## config.mk

```make
export PLATFORM = sky130hd
export DESIGN_NAME = pc_sequencer_flat
export DESIGN_NICKNAME = d
export VERILOG_FILES = /design/src/rtl/pc_pkg.sv /design/src/rtl/pc_sequencer_if.sv /design/src/rtl/pc_target_calc.sv /design/src/rtl/pc_sequencer.sv /design/src/flat_wrapper.sv
export SDC_FILE = /design/constraint.sdc
export NUM_CORES = 1
export LEC_CHECK = 0
export ABC_AREA = 1
export BUFFER_PORTS_ARGS = -buffer_cell sky130_fd_sc_hd__buf_2
export CAP_MARGIN = 20
export CORE_MARGIN = 2
export CORE_UTILIZATION = 45
export DETAILED_ROUTE_END_ITERATION = 6
export PLACE_DENSITY = 0.78
export SYNTH_ARGS = -nofsm -noshare
export SYNTH_HDL_FRONTEND = slang
export SYNTH_SLANG_ARGS = --single-unit
```

## constraint.sdc

```tcl
create_clock -name i_clock -period 3.7 [get_ports i_clock]
set_clock_uncertainty 0.1 [all_clocks]
set_input_delay 0.555 -clock i_clock [delete_from_list [all_inputs] [get_ports i_clock]]
set_output_delay 0.555 -clock i_clock [all_outputs]
set_load 0.005 [all_outputs]
```

## src/rtl/pc_pkg.sv

```systemverilog
// Shared types and constants for the program-counter sequencer.
// No logic, so no latency.
// No handshake, so no backpressure.
package pc_pkg;

    // Control FSM states; the encoding is visible on o_state.
    typedef enum logic [1:0] {
        PC_BOOT = 2'd0,
        PC_RUN  = 2'd1,
        PC_HALT = 2'd2
    } pc_state_t;

    // Source of a non-sequential PC change.
    typedef enum logic [1:0] {
        RD_NONE   = 2'd0,
        RD_BRANCH = 2'd1,
        RD_JALR   = 2'd2
    } redirect_kind_t;

    // Sequential fetch step in bytes.
    localparam int PC_STEP = 4;

endpackage

```

## src/rtl/pc_sequencer_if.sv

```systemverilog
// Bundle between execute/control (master) and the PC sequencer (slave).
// Wires only, so no latency.
// i_stall is the only hold signal; the other inputs are sampled once per cycle.
interface pc_sequencer_if #(
    parameter int XLEN = 32
);
    logic            i_advance;
    logic            i_stall;
    logic            i_branch;
    logic [XLEN-1:0] i_branch_offset;
    logic            i_jalr;
    logic [XLEN-1:0] i_jalr_target;
    logic            i_halt;
    logic            i_resume;
    logic [XLEN-1:0] o_pc;
    logic            o_pc_valid;
    logic [1:0]      o_state;
    logic            o_misaligned;
    logic [XLEN-1:0] o_misaligned_addr;
    logic [XLEN-1:0] o_epc;

    // Execute/control side: drives requests, observes the PC.
    modport master (
        output i_advance, i_stall, i_branch, i_branch_offset,
        output i_jalr, i_jalr_target, i_halt, i_resume,
        input  o_pc, o_pc_valid, o_state, o_misaligned,
        input  o_misaligned_addr, o_epc
    );

    // Sequencer side.
    modport slave (
        input  i_advance, i_stall, i_branch, i_branch_offset,
        input  i_jalr, i_jalr_target, i_halt, i_resume,
        output o_pc, o_pc_valid, o_state, o_misaligned,
        output o_misaligned_addr, o_epc
    );
endinterface

```

## src/rtl/pc_target_calc.sv

```systemverilog
// Picks the next-PC candidate (pending > jalr > branch > step) and checks its alignment.
// Purely combinational, zero latency.
// No backpressure; the caller gates pend_kind to RD_NONE while stalled.
module pc_target_calc
    import pc_pkg::*;
#(
    parameter int XLEN   = 32,
    parameter int IALIGN = 4
) (
    input  logic [XLEN-1:0] pc,
    input  redirect_kind_t  pend_kind,
    input  logic [XLEN-1:0] pend_target,
    input  logic            jalr,
    input  logic [XLEN-1:0] jalr_target,
    input  logic            branch,
    input  logic [XLEN-1:0] branch_offset,
    output redirect_kind_t  kind,
    output logic [XLEN-1:0] target,
    output logic            misaligned
);

    localparam logic [XLEN-1:0] ALIGN_MASK = XLEN'(IALIGN - 1);
    localparam logic [XLEN-1:0] LSB_CLEAR  = ~XLEN'(1);

    // Priority select of the candidate target; adds wrap silently mod 2^XLEN.
    always_comb begin
        kind   = RD_NONE;
        target = pc + XLEN'(PC_STEP);
        if (pend_kind != RD_NONE) begin
            kind   = pend_kind;
            target = pend_target;
        end else if (jalr) begin
            kind   = RD_JALR;
            target = jalr_target & LSB_CLEAR;
        end else if (branch) begin
            kind   = RD_BRANCH;
            target = pc + branch_offset;
        end
    end

    // Sequential steps are aligned by construction; only redirects are checked.
    assign misaligned = (kind != RD_NONE) && ((target & ALIGN_MASK) != '0);

endmodule

```

## src/rtl/pc_sequencer.sv

```systemverilog
// Fetch PC sequencer with BOOT/RUN/HALT control, stall-time redirect capture and alignment check.
// Every PC change appears on o_pc one cycle after the causing input is sampled.
// i_stall holds the PC and parks one redirect (latest wins); build with PC_TRAP_EN to trap instead of halting on misalignment.
module pc_sequencer
    import pc_pkg::*;
#(
    parameter int              XLEN         = 32,
    parameter logic [XLEN-1:0] RESET_VECTOR = '0,
    parameter int              IALIGN       = 4,
    parameter logic [XLEN-1:0] TRAP_VECTOR  = XLEN'(32'h0000_0100)
) (
    input  logic          i_clock,
    input  logic          i_reset_n,
    pc_sequencer_if.slave bus
);

    pc_state_t       state_q, state_d;
    logic [XLEN-1:0] pc_q, pc_d;
    redirect_kind_t  pend_kind_q, pend_kind_d;
    logic [XLEN-1:0] pend_tgt_q, pend_tgt_d;
    logic            mis_q, mis_d;
    logic [XLEN-1:0] mis_addr_q, mis_addr_d;
`ifdef PC_TRAP_EN
    logic [XLEN-1:0] epc_q, epc_d;
`endif

    redirect_kind_t  calc_pend_kind;
    redirect_kind_t  calc_kind;
    logic [XLEN-1:0] calc_target;
    logic            calc_mis;

    // While stalled the calculator must expose the new redirect, not the parked one.
    assign calc_pend_kind = bus.i_stall ? RD_NONE : pend_kind_q;

    pc_target_calc #(
        .XLEN   (XLEN),
        .IALIGN (IALIGN)
    ) u_calc (
        .pc            (pc_q),
        .pend_kind     (calc_pend_kind),
        .pend_target   (pend_tgt_q),
        .jalr          (bus.i_jalr),
        .jalr_target   (bus.i_jalr_target),
        .branch        (bus.i_branch),
        .branch_offset (bus.i_branch_offset),
        .kind          (calc_kind),
        .target        (calc_target),
        .misaligned    (calc_mis)
    );

    // Next-state and next-datapath decision for the control FSM.
    always_comb begin
        state_d     = state_q;
        pc_d        = pc_q;
        pend_kind_d = pend_kind_q;
        pend_tgt_d  = pend_tgt_q;
        mis_d       = mis_q;
        mis_addr_d  = mis_addr_q;
`ifdef PC_TRAP_EN
        epc_d       = epc_q;
`endif
        case (state_q)
            PC_BOOT: state_d = PC_RUN;
            PC_RUN: begin
                if (bus.i_stall) begin
                    // Park the redirect; a later one overwrites an earlier one.
                    if (calc_kind != RD_NONE) begin
                        pend_kind_d = calc_kind;
                        pend_tgt_d  = calc_target;
                    end
                end else begin
                    pend_kind_d = RD_NONE;
                    if (calc_mis) begin
                        mis_d      = 1'b1;
                        mis_addr_d = calc_target;
`ifdef PC_TRAP_EN
                        pc_d       = TRAP_VECTOR;
                        epc_d      = pc_q;
`else
                        state_d    = PC_HALT;
`endif
                    end else if ((calc_kind != RD_NONE) || bus.i_advance) begin
                        pc_d = calc_target;
                    end
                end
                // The update above still lands in the halting cycle.
                if (bus.i_halt) begin
                    state_d = PC_HALT;
                end
            end
            PC_HALT: begin
                if (bus.i_resume && !bus.i_halt) begin
                    state_d = PC_RUN;
                    mis_d   = 1'b0;
                end
            end
            default: state_d = PC_BOOT;
        endcase
    end

    // FSM state register.
    always_ff @(posedge i_clock or negedge i_reset_n) begin
        if (!i_reset_n) begin
            state_q <= PC_BOOT;
        end else begin
            state_q <= state_d;
        end
    end

    // PC, pending slot and fault-capture registers.
    always_ff @(posedge i_clock or negedge i_reset_n) begin
        if (!i_reset_n) begin
            pc_q        <= RESET_VECTOR;
            pend_kind_q <= RD_NONE;
            pend_tgt_q  <= '0;
            mis_q       <= 1'b0;
            mis_addr_q  <= '0;
        end else begin
            pc_q        <= pc_d;
            pend_kind_q <= pend_kind_d;
            pend_tgt_q  <= pend_tgt_d;
            mis_q       <= mis_d;
            mis_addr_q  <= mis_addr_d;
        end
    end

`ifdef PC_TRAP_EN
    // Faulting-instruction PC, only kept when misalignment traps.
    always_ff @(posedge i_clock or negedge i_reset_n) begin
        if (!i_reset_n) begin
            epc_q <= '0;
        end else begin
            epc_q <= epc_d;
        end
    end
    assign bus.o_epc = epc_q;
`else
    assign bus.o_epc = '0;
`endif

    assign bus.o_pc              = pc_q;
    assign bus.o_pc_valid        = (state_q == PC_RUN);
    assign bus.o_state           = state_q;
    assign bus.o_misaligned      = mis_q;
    assign bus.o_misaligned_addr = mis_addr_q;

endmodule

```

## src/flat_wrapper.sv

```systemverilog
// flat-port wrapper written by rule: the top's interface ports become plain ports
module pc_sequencer_flat import pc_pkg::*;
#(
    parameter int              XLEN         = 32,
    parameter logic [XLEN-1:0] RESET_VECTOR = '0,
    parameter int              IALIGN       = 4,
    parameter logic [XLEN-1:0] TRAP_VECTOR  = XLEN'(32'h0000_0100)
)
  (i_clock, i_reset_n, bus_i_advance, bus_i_stall, bus_i_branch, bus_i_branch_offset, bus_i_jalr, bus_i_jalr_target, bus_i_halt, bus_i_resume, bus_o_pc, bus_o_pc_valid, bus_o_state, bus_o_misaligned, bus_o_misaligned_addr, bus_o_epc);
  pc_sequencer_if #(.XLEN(XLEN)) bus_i ();
  input  logic i_clock;
  input  logic i_reset_n;
  input wire logic [$bits(bus_i.i_advance)-1:0] bus_i_advance;
  input wire logic [$bits(bus_i.i_stall)-1:0] bus_i_stall;
  input wire logic [$bits(bus_i.i_branch)-1:0] bus_i_branch;
  input wire logic [$bits(bus_i.i_branch_offset)-1:0] bus_i_branch_offset;
  input wire logic [$bits(bus_i.i_jalr)-1:0] bus_i_jalr;
  input wire logic [$bits(bus_i.i_jalr_target)-1:0] bus_i_jalr_target;
  input wire logic [$bits(bus_i.i_halt)-1:0] bus_i_halt;
  input wire logic [$bits(bus_i.i_resume)-1:0] bus_i_resume;
  output wire logic [$bits(bus_i.o_pc)-1:0] bus_o_pc;
  output wire logic [$bits(bus_i.o_pc_valid)-1:0] bus_o_pc_valid;
  output wire logic [$bits(bus_i.o_state)-1:0] bus_o_state;
  output wire logic [$bits(bus_i.o_misaligned)-1:0] bus_o_misaligned;
  output wire logic [$bits(bus_i.o_misaligned_addr)-1:0] bus_o_misaligned_addr;
  output wire logic [$bits(bus_i.o_epc)-1:0] bus_o_epc;
  assign bus_i.i_advance = bus_i_advance;
  assign bus_i.i_stall = bus_i_stall;
  assign bus_i.i_branch = bus_i_branch;
  assign bus_i.i_branch_offset = bus_i_branch_offset;
  assign bus_i.i_jalr = bus_i_jalr;
  assign bus_i.i_jalr_target = bus_i_jalr_target;
  assign bus_i.i_halt = bus_i_halt;
  assign bus_i.i_resume = bus_i_resume;
  assign bus_o_pc = bus_i.o_pc;
  assign bus_o_pc_valid = bus_i.o_pc_valid;
  assign bus_o_state = bus_i.o_state;
  assign bus_o_misaligned = bus_i.o_misaligned;
  assign bus_o_misaligned_addr = bus_i.o_misaligned_addr;
  assign bus_o_epc = bus_i.o_epc;
  pc_sequencer #(.XLEN(XLEN), .RESET_VECTOR(RESET_VECTOR), .IALIGN(IALIGN), .TRAP_VECTOR(TRAP_VECTOR)) u_core (.i_clock(i_clock), .i_reset_n(i_reset_n), .bus(bus_i));
endmodule
```

# Word-level counts from Yosys, hierarchy flattened
# Cells that the tools add are included.
[word_totals]
output_inout_bits = 100
word_cells = 51
reg_bits = 101
[op_classes]
add_sub_neg = 2
reduce_logical = 15
muxes = 18
eq_ne = 8
n_bitwise = 2
[op_table]
columns = ["cell", "count"]
rows = [
  ["32-bit 2-to-1 mux", 3],
  ["32-bit by 3-bit adder with 32-bit output (second input constant)", 1],
  ["32-bit adder", 1],
  ["32-bit nonzero test", 1],
  ["2-bit 2-to-1 mux", 9],
  ["3-bit AND reduction", 3],
  ["4-bit AND reduction", 2],
  ["2-bit by 1-bit != test with 1-bit output (second input constant)", 3],
  ["2-bit one-hot mux with 3 select lines", 1],
  ["2-bit nonzero test", 3],
  ["1-bit 2-to-1 mux", 4],
  ["3-bit by 2-bit != test with 1-bit output (second input constant)", 1],
  ["3-bit != test (second input constant)", 1],
  ["2-bit by 1-bit == test with 1-bit output (second input constant)", 1],
  ["2-bit == test (second input constant)", 1],
  ["1-bit logical AND", 2],
  ["2-bit zero test", 1],
  ["2-bit != test (second input constant)", 1],
  ["1-bit inverter", 2],
  ["1-bit one-hot mux with 2 select lines", 1],
  ["2-bit AND reduction", 1],
  ["1-bit zero test", 1],
  ["1-bit logical OR", 1],
]

# Logic depth before layout (Yosys ltp)
[logic_depth]
word_depth = 10
ltp_mapped = 17

# Hierarchy
# A second synthesis with hierarchy kept.
[hier_totals]
cells_unflattened = 1327
hier_area_um2 = 8841.0
[by_module_without_submodules]
columns = ["module", "cells_each", "seq_area_each_um2", "n_inst", "area_per_inst_um2"]
rows = [
  ["pc_sequencer", 418, 2527.4, 1, 4594.4],
  ["pc_target_calc", 909, 0.0, 1, 4246.6],
]

# Worst setup path before layout
# No wires, ideal clock.
[synth_timing]
kind = "input to register"
start = "in bus_i_branch_offset[0]"
end = "reg u_core.pc_q[21] (netlist: u_core.bus.o_pc[21])"
slack_ps = 1232
cell_stages = 14
setup_ps = 117
arrival_ps = 2251
required_time_ps = 3483
n_path_buf = 2
path_cell_list = "ha_1 -> inv_1 -> fa_1 -> nor2_1 -> a21oi_1 -> o211ai_1 -> o21ai_2 -> nand2_1 -> nand2_1 -> nand3_2 -> buf_4 -> buf_4 -> nand2_1 -> nand2_1"
[synth_via]
elab_chain_len = 8
[synth_lines]
columns = ["item", "line_no", "rtl"]
rows = [
  ["from (decl)", "flat_wrapper.sv:16", "input wire logic [$bits(bus_i.i_branch_offset)-1:0] bus_i_branch_offset;"],
  ["32-bit adder *", "pc_target_calc.sv:37", "target = pc + branch_offset;"],
  ["32-bit 2-to-1 mux *", "pc_target_calc.sv:35", "end else if (branch) begin"],
  ["32-bit 2-to-1 mux *", "pc_target_calc.sv:32", "end else if (jalr) begin"],
  ["32-bit 2-to-1 mux *", "pc_target_calc.sv:29", "if (pend_kind != RD_NONE) begin"],
  ["32-bit nonzero test", "pc_target_calc.sv:42", "assign misaligned = (kind != RD_NONE) && ((target & ALIGN_MASK) != '0);"],
  ["1-bit logical AND", "pc_target_calc.sv:42", ""],
  ["1-bit inverter (no source line)", "n/a", ""],
  ["4-bit AND reduction (no source line)", "n/a", ""],
  ["to (signal assigned)", "pc_sequencer.sv:119", "pc_q <= pc_d;"],
  ["to (decl)", "pc_sequencer.sv:18", "logic [XLEN-1:0] pc_q, pc_d;"],
]
# Mark *: on every way between the ends. The rest lies on a longest branch, timed or not.
# A chain may end at the register's enable or synchronous reset.

# Worst setup path after layout
[layout_timing]
start = "in bus_i_branch"
end = "reg u_core.pend_tgt_q[8]"
[layout_via]
elab_chain_len = 5
word_cells_on_any_way = 8
classes_between = "mux (6); reduce/logical (2)"
[layout_lines]
columns = ["item", "line_no", "rtl"]
rows = [
  ["from (decl)", "flat_wrapper.sv:15", "input wire logic [$bits(bus_i.i_branch)-1:0] bus_i_branch;"],
  ["1-bit 2-to-1 mux", "pc_target_calc.sv:35", ""],
  ["2-bit 2-to-1 mux", "pc_target_calc.sv:32", ""],
  ["2-bit 2-to-1 mux", "pc_target_calc.sv:29", ""],
  ["2-bit nonzero test", "pc_sequencer.sv:67", "if (calc_kind != RD_NONE) begin"],
  ["3-bit AND reduction (no source line)", "n/a", ""],
  ["to (signal assigned)", "pc_sequencer.sv:121", "pend_tgt_q <= pend_tgt_d;"],
  ["to (decl)", "pc_sequencer.sv:20", "logic [XLEN-1:0] pend_tgt_q, pend_tgt_d;"],
]
# Parallel ways exist; a longest one is shown, timed or not.

==> impl_metrics.toml <==
[route]
ant_nets = 0
drc = 0
dr.pass1.iters = 5
wl_per_cell_um = 14.9
drtIter0Drc = 839
viasPerCell = 5.12
vias = 8796
totalWireLength_um = 25600

[cts]
cts.hold.buffers_added = 0
cts_root_buf = "clkbuf_16"
clock_latency_ns = 0.34
cts_buffer_depth = 2
cts.sink_count = 101
cts_setup_buffers = 0
numCtsBuffers = 9
cts_resized = 0
h-tree-depth = 3
clk_pin_slew_worst_paths_ns = 0.07
cts_tree = "yes"

[sta]
rsz0062_at_grt = "no"
max-slew-margin-rel = 0.357
worstMarginPinSlew_ns = 0.958
fin_ws_ns = 0.836
maxClockFrequency_mhz = 349
finalHoldViolations = 0
drv_slew = 0
tns_ns = 0
setup_violations = 0
layout_worst_path_cycle_share = 0.774
period_minus_slack_ns = 2.86

[final_layout]
utilization = 0.521
instances_no_fill = 1718
final_common_cell = "nand2_1"
layout-drive-gt1-share = 0.137
antenna_cells = 0
register_area_mm2 = 0.00253
fillCellCount = 1886
fin_area_mm2 = 0.00939
mostFrequentLayoutCells = "nand2_1 (607), inv_1 (142), buf_2 (137), nor2_1 (116), dfrtp_1 (101)"
multiInputGateArea_mm2 = 0.00489
layout.nets = 1589
area.growth.synth_to_final_pct = 13.0

[yosys]
synth-seq-cells = 101
synth-edff-count = 0
syn_inst = 1356
synth.yosys.seq_area_share = 0.304
async_reset_ff_frac = 1.00
synth_ff_type = "dfrtp_1"
synth_cell_types = 47
ys_warn_count = 0
synthesis.area_mm2 = 0.00831
syn_area_per_cell_um2 = 6.13

[placement]
io_buffers = 138
dpl_cell_area_mm2 = 0.00911
dp.cells = 1702
place.gp.congestion = 0.944
dpl.hpwl_um = 20100
pre_cts_slack_ns = 0.500

[floorplanning]
start_util = 0.461
io_pins = 172
dieArea_mm2 = 0.0196
coreArea_mm2 = 0.0180
rows = 49
die_h_um = 140
die_w_um = 140

[global_route]
globalRouteTotalUtil = 0.257
grt_pass1_wl_um = 40600
grt_max_degree = 64
overflow = 0
grt_pass1_vias = 8018
antenna_found_initial = 0

[power_and_ir_drop]
irDropWorstVdd_mv = 0.342
pwr_density_cell_mw_per_mm2 = 727
power_leakage_nw = 5.40

[setup_path]
r2r_setup_slack_ns = 0.84
crit_type = "in2reg"
start_kind = "primary input"
worstPathArrival_ns = 2.99
worstRegToRegCells = 14
worst-path-max-fanout = 34
required_ns = 3.83
endpoint_kind = "flip-flop"

[flow_run]
maxCapViolCount = 0

[outcome]
status = "finished clean"

[hold_path]
hp-class = "in2async"
==> worst max-delay path: stages <==
cell,delay [ns]
buf_2,0.30
inv_2,0.14
buf_4,0.36
nand3_1,0.24
nand2_1,0.15
clkinv_1,0.75
o21ai_0,0.47
==> Yosys cell counts, types with 11 or more instances <==
cell type | n | area (um2)
ha_1 | 32 | 400
nand3_1 | 65 | 325
buf_2 | 11 | 55.1
o21ai_1 | 11 | 55.1
o21ai_0 | 41 | 205
nor3_1 | 13 | 65.1
dfrtp_1 | 101 | 2530
a21oi_1 | 54 | 270
nor2_1 | 116 | 435
buf_4 | 43 | 323
inv_1 | 142 | 533
clkbuf_1 | 12 | 45.0
nand2_1 | 607 | 2280
==> power breakdown <==
group / switching, mW / internal (mW) / total (mW)
sequential: 0.461 / 1.59 / 2.05
clock: 0.401 / 0.497 / 0.898
combinational: 2.51 / 1.37 / 3.88
total: 3.37 / 3.46 / 6.83
==> cell families after synthesis <==
family          share of synthesized area
xor+xnor                           0.0147
simple gates                        0.421
fa+ha+maj                          0.0506
other cells                      0.000451
compound gates                     0.0873
buf+inv                             0.121
flops                               0.304
==> metrics by stage <==
| step | hold slack, ns | power (mW) |
|---|---|---|
| 2_1_floorplan | 0.159 | 4.58 |
| 3_3_place_gp | 0.357 | 5.79 |
| 3_5_place_dp | 0.358 | 5.86 |
| 4_1_cts | 0.225 | 6.80 |
| 5_1_grt | 0.246 | 7.46 |
| 6_report | 0.182 | 6.83 |
==> sequential cells by signal, indices dropped and copies added, names as in the netlist <==
name and flops:
u_core.bus.o_misaligned 1, u_core.pend_tgt_q 32, u_core.pend_kind_q 2, u_core.bus.o_pc 32, u_core.bus.o_misaligned_addr 32, u_core.bus.o_state 2
==> layer usage <==
layer,track usage,up-vias,routed length [um]
met3,0.0311,39,1910
li1,-,4426,-
met1,0.368,3944,11500
met5,0,-,0
met4,0.0711,0,593
met2,0.413,387,11600
==> area by class of cell <==
cell class / count / area share
multi-input combinational: 1066 / 0.521
sequential: 101 / 0.269
timing repair buffer: 156 / 0.0895
inverter: 150 / 0.0600
tap: 229 / 0.0305
clock buffer: 14 / 0.0281
clock inverter: 2 / 0.00187
==> path summary, 6_finish.rpt <==
kind / from / endpoint
setup / recovery: bus_i_branch / u_core.pend_tgt_q[8]
hold / removal: i_reset_n / u_core.bus.o_misaligned_addr[2]
setup reg to reg: u_core.bus.o_pc[0] / u_core.bus.o_pc[0]
hold reg to reg: u_core.bus.o_misaligned_addr[18] / u_core.bus.o_misaligned_addr[18]
max in group asynchronous: i_reset_n / u_core.bus.o_pc[9]
min in group i_clock: u_core.bus.o_misaligned_addr[18] / u_core.bus.o_misaligned_addr[18]
Note: power is estimated with default switching activity, not from simulation.
